### src/rtl/wb_port_arbiter.sv
// Register-file write-port arbiter between pipeline writeback and one long-latency unit.
// Holds a one-entry result buffer, a pending-destination scoreboard and starvation control.
module wb_port_arbiter #(
    parameter int XLEN         = 32,
    parameter int STARVE_LIMIT = 4
) (
    input  logic            clk,
    input  logic            rst,
    input  logic [4:0]      wb_rd,
    input  logic [XLEN-1:0] wb_write_data,
    input  logic            wb_regfile_wr_enable,
    input  logic            lu_valid,
    input  logic [4:0]      lu_rd,
    input  logic [XLEN-1:0] lu_data,
    output logic            lu_ready,
    input  logic            issue_valid,
    input  logic [4:0]      issue_rd,
    input  logic [4:0]      dec_rs1,
    input  logic [4:0]      dec_rs2,
    input  logic [4:0]      dec_rd,
    output logic            hazard_stall,
    output logic            pipe_stall,
    output logic            rf_wr_enable,
    output logic [4:0]      rf_rd,
    output logic [XLEN-1:0] rf_wr_data
);

    typedef enum logic [1:0] {
        EMPTY = 2'd0,
        HELD  = 2'd1,
        FORCE = 2'd2
    } state_t;

    localparam logic [3:0] LIMIT = 4'(STARVE_LIMIT);

    state_t          state, state_next;
    logic [3:0]      starve_cnt, starve_cnt_next;
    logic [4:0]      buf_rd, buf_rd_next;
    logic [XLEN-1:0] buf_data, buf_data_next;
    logic [31:0]     pending, pending_clr, pending_set;
    logic            pipe_req, accept, bypass, buf_drain;

    // Port arbitration and write-port drive
    always_comb begin
        pipe_req     = wb_regfile_wr_enable && (wb_rd != 5'd0);
        lu_ready     = (state == EMPTY) && !rst;
        accept       = lu_valid && lu_ready;
        bypass       = 1'b0;
        buf_drain    = 1'b0;
        pipe_stall   = 1'b0;
        rf_wr_enable = 1'b0;
        rf_rd        = 5'd0;
        rf_wr_data   = {XLEN{1'b0}};
        if (!rst) begin
            case (state)
                FORCE: begin
                    buf_drain  = 1'b1;
                    pipe_stall = 1'b1;
                end
                HELD:    buf_drain = !pipe_req;
                EMPTY:   bypass    = accept && !pipe_req && (lu_rd != 5'd0);
                default: buf_drain = 1'b0;
            endcase
            // a forced drain outranks the pipeline, which is frozen for that cycle
            if (buf_drain) begin
                rf_wr_enable = 1'b1;
                rf_rd        = buf_rd;
                rf_wr_data   = buf_data;
            end else if (pipe_req) begin
                rf_wr_enable = 1'b1;
                rf_rd        = wb_rd;
                rf_wr_data   = wb_write_data;
            end else if (bypass) begin
                rf_wr_enable = 1'b1;
                rf_rd        = lu_rd;
                rf_wr_data   = lu_data;
            end else begin
                rf_wr_enable = 1'b0;
            end
        end else begin
            pipe_stall = 1'b0;
        end
    end

    // Buffer state machine and starvation counter next state
    always_comb begin
        state_next      = state;
        starve_cnt_next = starve_cnt;
        buf_rd_next     = buf_rd;
        buf_data_next   = buf_data;
        case (state)
            EMPTY: begin
                if (accept && pipe_req && (lu_rd != 5'd0)) begin
                    state_next      = HELD;
                    starve_cnt_next = 4'd1;
                    buf_rd_next     = lu_rd;
                    buf_data_next   = lu_data;
                end else begin
                    starve_cnt_next = 4'd0;
                end
            end
            HELD: begin
                if (buf_drain) begin
                    state_next      = EMPTY;
                    starve_cnt_next = 4'd0;
                end else if (starve_cnt == LIMIT) begin
                    state_next = FORCE;
                end else begin
                    starve_cnt_next = starve_cnt + 4'd1;
                end
            end
            FORCE: begin
                state_next      = EMPTY;
                starve_cnt_next = 4'd0;
            end
            default: begin
                state_next      = EMPTY;
                starve_cnt_next = 4'd0;
            end
        endcase
    end

    // Scoreboard set/clear vectors; an issue and a completion to the same register leave it pending
    always_comb begin
        pending_clr = 32'd0;
        pending_set = 32'd0;
        if (buf_drain) begin
            pending_clr[buf_rd] = 1'b1;
        end else if (bypass) begin
            pending_clr[lu_rd] = 1'b1;
        end else begin
            pending_clr = 32'd0;
        end
        if (issue_valid && (issue_rd != 5'd0)) begin
            pending_set[issue_rd] = 1'b1;
        end else begin
            pending_set = 32'd0;
        end
        hazard_stall = !rst && (pending[dec_rs1] | pending[dec_rs2] | pending[dec_rd]);
    end

    // State, buffer and scoreboard registers
    always_ff @(posedge clk) begin
        if (rst) begin
            state      <= EMPTY;
            starve_cnt <= 4'd0;
            buf_rd     <= 5'd0;
            buf_data   <= {XLEN{1'b0}};
            pending    <= 32'd0;
        end else begin
            state      <= state_next;
            starve_cnt <= starve_cnt_next;
            buf_rd     <= buf_rd_next;
            buf_data   <= buf_data_next;
            pending    <= (pending & ~pending_clr) | pending_set;
        end
    end

endmodule

### config.mk
export PLATFORM = sky130hd
export DESIGN_NAME = wb_port_arbiter
export DESIGN_NICKNAME = d
export VERILOG_FILES = /design/src/rtl/wb_port_arbiter.sv
export SDC_FILE = /design/constraint.sdc
export NUM_CORES = 1
export LEC_CHECK = 0
export BUFFER_PORTS_ARGS = -buffer_cell sky130_fd_sc_hd__buf_2
export CORE_UTILIZATION = 46
export DETAILED_ROUTE_END_ITERATION = 10
export PLACE_DENSITY = 0.71
export SLEW_MARGIN = 20
export SYNTH_ARGS = -nofsm -noshare
export SYNTH_HDL_FRONTEND = slang
export SYNTH_SLANG_ARGS = --single-unit
### constraint.sdc
create_clock -name clk -period 11.6 [get_ports clk]
set_clock_uncertainty 0.15 [all_clocks]
set_input_delay 3.48 -clock clk [delete_from_list [all_inputs] [get_ports clk]]
set_output_delay 3.48 -clock clk [all_outputs]
set_load 0.02 [all_outputs]
# After elaboration in Yosys (flattened, before gate mapping)
# Cells that the tools add are included.
# word_totals
ff_bits	75
output_inout_bits	41
word_cells	89
# op_classes
add_sub_neg	1
magnitude_cmp	9
n_eq_ne	6
mux	43
n_bitwise	5
reduce_logical	20
# op_table
op	n
$mux 32	7
$lt 5x6->1 const B	6
$and 32x32->32	1
$not 32->32	1
$or 32x32->32	1
$mux 5	4
$mux 1	18
$bmux 1 s5	3
$demux 1 s5	3
$ge 5x1->1 const B	3
$reduce_bool 5->1	3
$logic_and 1x1->1	12
$mux 4	2
$pmux 4 s2	1
$mux 2	3
$ne 3x3->1 const B	2
$add 4x1->4 const B	1
$eq 4x3->1 const B	1
$pmux 2 s2	1
$reduce_and 2->1	2
$eq 2x1->1 const B	1
$eq 2x2->1 const B	1
$logic_not 1->1	2
$logic_not 2->1	1
3 further kinds	4

# Longest topological paths before layout
# logic_depth
depth_word	13
depth_mapped	8

# Worst setup path before layout
# OpenSTA, ideal clock, no wires.
# synth_timing
path_kind	input -> output
startpoint	input wb_rd[2]
endpoint	output rf_wr_data[10]
arrival_time_ns	5.321
path_slack_ns	2.649
stages	7
path_buffers	2
path_cell_list	or4_4 -> o21a_1 -> clkbuf_1 -> nor2_4 -> buf_2 -> a222oi_1 -> nor3_1
# synth_via
elab_chain_cells	11
word_cells_on_any_way	13
cone_classes	8 x mux; 5 x reduce/logical
# synth_lines
element	line_no	source
start: declaration	9	input logic [4:0] wb_rd,
$reduce_bool 5->1 (*)	45	pipe_req = wb_regfile_wr_enable && (wb_rd != 5'd0);
$logic_and 1x1->1 (*)	45	
$logic_not 1->1	60, 61	
$logic_and 1x1->1 (2 in series)	61	EMPTY: bypass = accept && !pipe_req && (lu_rd != 5'd0);
$mux 1	55	case (state)
$mux 1	54	if (!rst) begin
$mux 32	73	end else if (bypass) begin
$mux 32	69	end else if (pipe_req) begin
$mux 32 (*)	65	if (buf_drain) begin
$mux 32 (*)	54	
end: declaration	25	output logic [XLEN-1:0] rf_wr_data
# Mark *: on every way between the ends. The rest lies on a longest branch, timed or not. The select of a mux whose other input is x is not followed.

# Final worst setup path
# layout_timing
startpoint	input wb_rd[2]
endpoint	output rf_wr_data[6]
# Same word-level chain as after synthesis.

==> results.sh <==
export IMPL_cts_buffers_inserted=9
export IMPL_fp_dieW_um=108
export IMPL_fin_crit_ns=9.79
export IMPL_critPathMaxFanout=27
export IMPL_setup_tns_final_ns=0
export IMPL_numClockSinks=75
export IMPL_synth_edf_count=0
export IMPL_post_cts_buffers=0
export IMPL_cts_tree="done"
export IMPL_globalplace_congestion=0.902
export IMPL_antenna_found_initial=1
export IMPL_drive_gt1_share_pct=26.1
export IMPL_period_share_pct=84.4
export IMPL_vias_per_cell=6.76
export IMPL_core_area_um2=10900
export IMPL_cts_resized=0
export IMPL_hold_depth=2
export IMPL_synth_cells=656
export IMPL_synth_flop_cell="dfxtp_1"
export IMPL_critPathBufInv=3
export IMPL_insertion_delay_ns=0.33
export IMPL_hpwl_mm=12.5
export IMPL_gr_max_usage_layer="met2"
export IMPL_min_path_type="register to register"
export IMPL_worstPathRequired_ns=7.97
export IMPL_grtUsageMet2_pct=52.8
export IMPL_avgSynthCellArea_um2=7.94
export IMPL_place_port_buffers=139
export IMPL_areaGrowthSynthToFinish_pct=17.9
export IMPL_htreeDepth=3
export IMPL_fmax_mhz=102
export IMPL_seq_area_frac_synth_pct=28.8
export IMPL_r2r_start="state[0]"
export IMPL_synthDistinctLibCells=61
export IMPL_top_level_ports=140
export IMPL_grt_setup_unrepaired="false"
export IMPL_ys_ff_latch=75
export IMPL_worstPathArrival_ns=6.16
export IMPL_maxCapViolations=0
export IMPL_die_h_um=108
export IMPL_first_iter_violations=835
export IMPL_grt_overflow=0
export IMPL_criticalPathCategory="primary input to output pin"
export IMPL_num_rows=38
export IMPL_rrSetupSlack_ns=8.69
export IMPL_yosysWarnings=0
export IMPL_final_hold_violation_count=0
export IMPL_drtPass1Iterations=11
export IMPL_crit_top_cell="buf_2"
export IMPL_cts_buffer_depth=2
export IMPL_hold_buffers=0
export IMPL_clk_pin_slew_ns=0.06
export IMPL_use_met3_pct=4.28
export IMPL_worstPathCellList="buf_2 -> or4_4 -> o21ai_4 -> a21o_1 -> buf_4 -> a222oi_1 -> nor3_1 -> buf_2"
export IMPL_ys_async_sr_fraction_pct=0
export IMPL_cpPeakStageDelay_ns=0.72
export IMPL_finalInstanceArea_um2=6140
export IMPL_num_vias=6037
export IMPL_grt_pass1_vias=5651
export IMPL_status="finished with violations"
export IMPL_grtUsageTotal_pct=31.3
export IMPL_drt_wl_total_mm=18.1
export IMPL_met1_usage_pct=40.9
export IMPL_grt_max_degree=87
export IMPL_dieArea_um2=11800
export IMPL_violations="design-rule violations"
export IMPL_place_area_um2=5870
export IMPL_worstSetupStartpointType="primary input"
export IMPL_nets=852
export IMPL_grt_pass1_wl_mm=28.6
export IMPL_drcViolationCount=4
export IMPL_p_leak_uw=0.00220
export IMPL_irDropWorstVdd_v=0.000101
export IMPL_reg2regPathDepth=8
export IMPL_p_per_area_nw_per_um2=127
export IMPL_synth_area_um2=5210
export IMPL_hp_start="buf_data[15]"
export IMPL_setup_viol=0
export IMPL_hold_end="buf_data[15]"
export IMPL_start_util_pct=47.6
export IMPL_drtAntennaViolNets=0
export IMPL_syn_nets=761
export IMPL_critPathTopFamily="compound AO/OA/AOI/OAI gates"
export IMPL_routedWlPerCell_um=20.3
export IMPL_slew_headroom_pct=36.7
export IMPL_timing_rr_end="pending[17]"
export IMPL_endpoint_kind="output pin"
export IMPL_cts_root_buffer="clkbuf_16"
export IMPL_maxSlewViolCount=0
export IMPL_worstMarginPinSlew_ns=0.948
export IMPL_cpMaxStageDelayCell="a21o_1"
-- tightest hold or removal path, cell delays in order, from the launching register on --
cell and delay, ns:
dfxtp_1 0.31, nand2_1 0.05, a21oi_1 0.05
-- final cells by class --
| type | count | area, um2 |
|---|---|---|
| Antenna cell | 1 | 2.50 |
| Clock buffer | 10 | 229 |
| Clock inverter | 6 | 42.5 |
| Fill cell | 1066 | 4790 |
| Inverter | 17 | 63.8 |
| Multi-Input combinational cell | 498 | 3380 |
| Sequential cell | 75 | 1500 |
| Tap cell | 140 | 175 |
| Timing Repair Buffer | 146 | 748 |
-- cells by family (layout without fill, tap and decap cells) --
group | count (synthesis) | in the layout | share of synthesized area, %
AO/OA/AOI/OAI | 175 | 175 | 25.7
XOR/XNOR | 2 | 2 | 0.336
adder cells (fa/ha/maj) | 6 | 6 | 1.44
buffers and inverters | 83 | 179 | 6.48
flip-flops | 75 | 75 | 28.8
multiplexers | 32 | 32 | 10.6
other | 0 | 1 | 0
AND/OR/NAND/NOR | 283 | 283 | 26.6
-- Yosys cell counts, types with 6 or more instances --
cell type / number / area, um2
nand2_1: 105 / 394
nor3_1: 83 / 415
dfxtp_1: 75 / 1500
clkbuf_1: 49 / 184
a21oi_1: 41 / 205
a222oi_1: 37 / 370
o22ai_1: 27 / 169
nor2_1: 20 / 75.1
mux4_2: 18 / 405
nand3_1: 17 / 85.1
nor4_1: 17 / 106
o211ai_1: 16 / 120
buf_2: 15 / 75.1
inv_1: 14 / 52.6
nor2b_1: 10 / 62.6
a41o_1: 9 / 90.1
mux2i_1: 9 / 90.1
a211oi_1: 7 / 52.6
ha_1: 6 / 75.1
-- through the flow --
stage / instances / hold WS [ns] / power (uW) / utilization (%) / setup slack (ns)
floorplan: 656 / 0.286 / 454 / - / 2.65
global placement: 876 / 0.293 / 520 / 53.7 / 1.97
detailed placement: 876 / 0.300 / 526 / 53.7 / 1.90
CTS: 892 / 0.308 / 779 / 56.2 / 1.89
global route: 893 / 0.327 / 814 / 56.2 / 1.69
finish: 893 / 0.307 / 782 / 56.2 / 1.81
-- layer usage --
| metal | up-vias | wire length (um) |
|---|---|---|
| met1 | 2852 | 7330 |
| met3 | 39 | 1810 |
| met5 | - | 0 |
| li1 | 2752 | - |
| met4 | 0 | 427 |
| met2 | 394 | 8560 |
-- report_power, final --
part,leakage [uW],switching [uW],total [uW],internal (uW)
combinational,0.00147,178,250,71.3
sequential,0.000607,8.92,277,268
clock,0.000128,111,256,145
total,0.00220,298,782,484
-- sequential cells by signal, indices dropped and copies added, names as in the netlist --
signal / count
buf_data: 32
buf_rd: 5
pending: 32
starve_cnt: 4
state: 2
-- placed cells by master (no fill, tap or decap), types with 4 or more instances in the layout --
master     instances
o211ai_1          16
nand3b_1           4
o22ai_1           27
a21oi_1           41
or3_1              4
nor4_1            17
buf_2            139
nand2b_1           5
mux2i_1            9
nor2_1            19
nand2_1          105
clkbuf_16          9
nor2b_1           10
inv_1             14
ha_1               6
mux2_2             5
nand3_1           17
a222oi_1          37
o311ai_0           5
nor3_1            83
a41o_1             9
buf_4              7
mux4_2            18
o2111ai_1          5
nand4_1            5
o21ai_0            4
a211oi_1           7
dfxtp_1           75
-- worst max path at each step --
stage	end	slack [ns]	depth (start not counted)	start
CTS	rf_wr_data[6]	1.89	8	wb_rd[2]
floorplan	rf_wr_data[10]	2.65	7	wb_rd[2]
global placement	rf_wr_data[6]	1.97	8	wb_rd[2]
detailed placement	rf_wr_data[6]	1.90	8	wb_rd[2]
finish	rf_wr_data[6]	1.81	8	wb_rd[2]
global route	rf_wr_data[23]	1.69	8	wb_rd[2]
(Power assumes the default switching activity.)
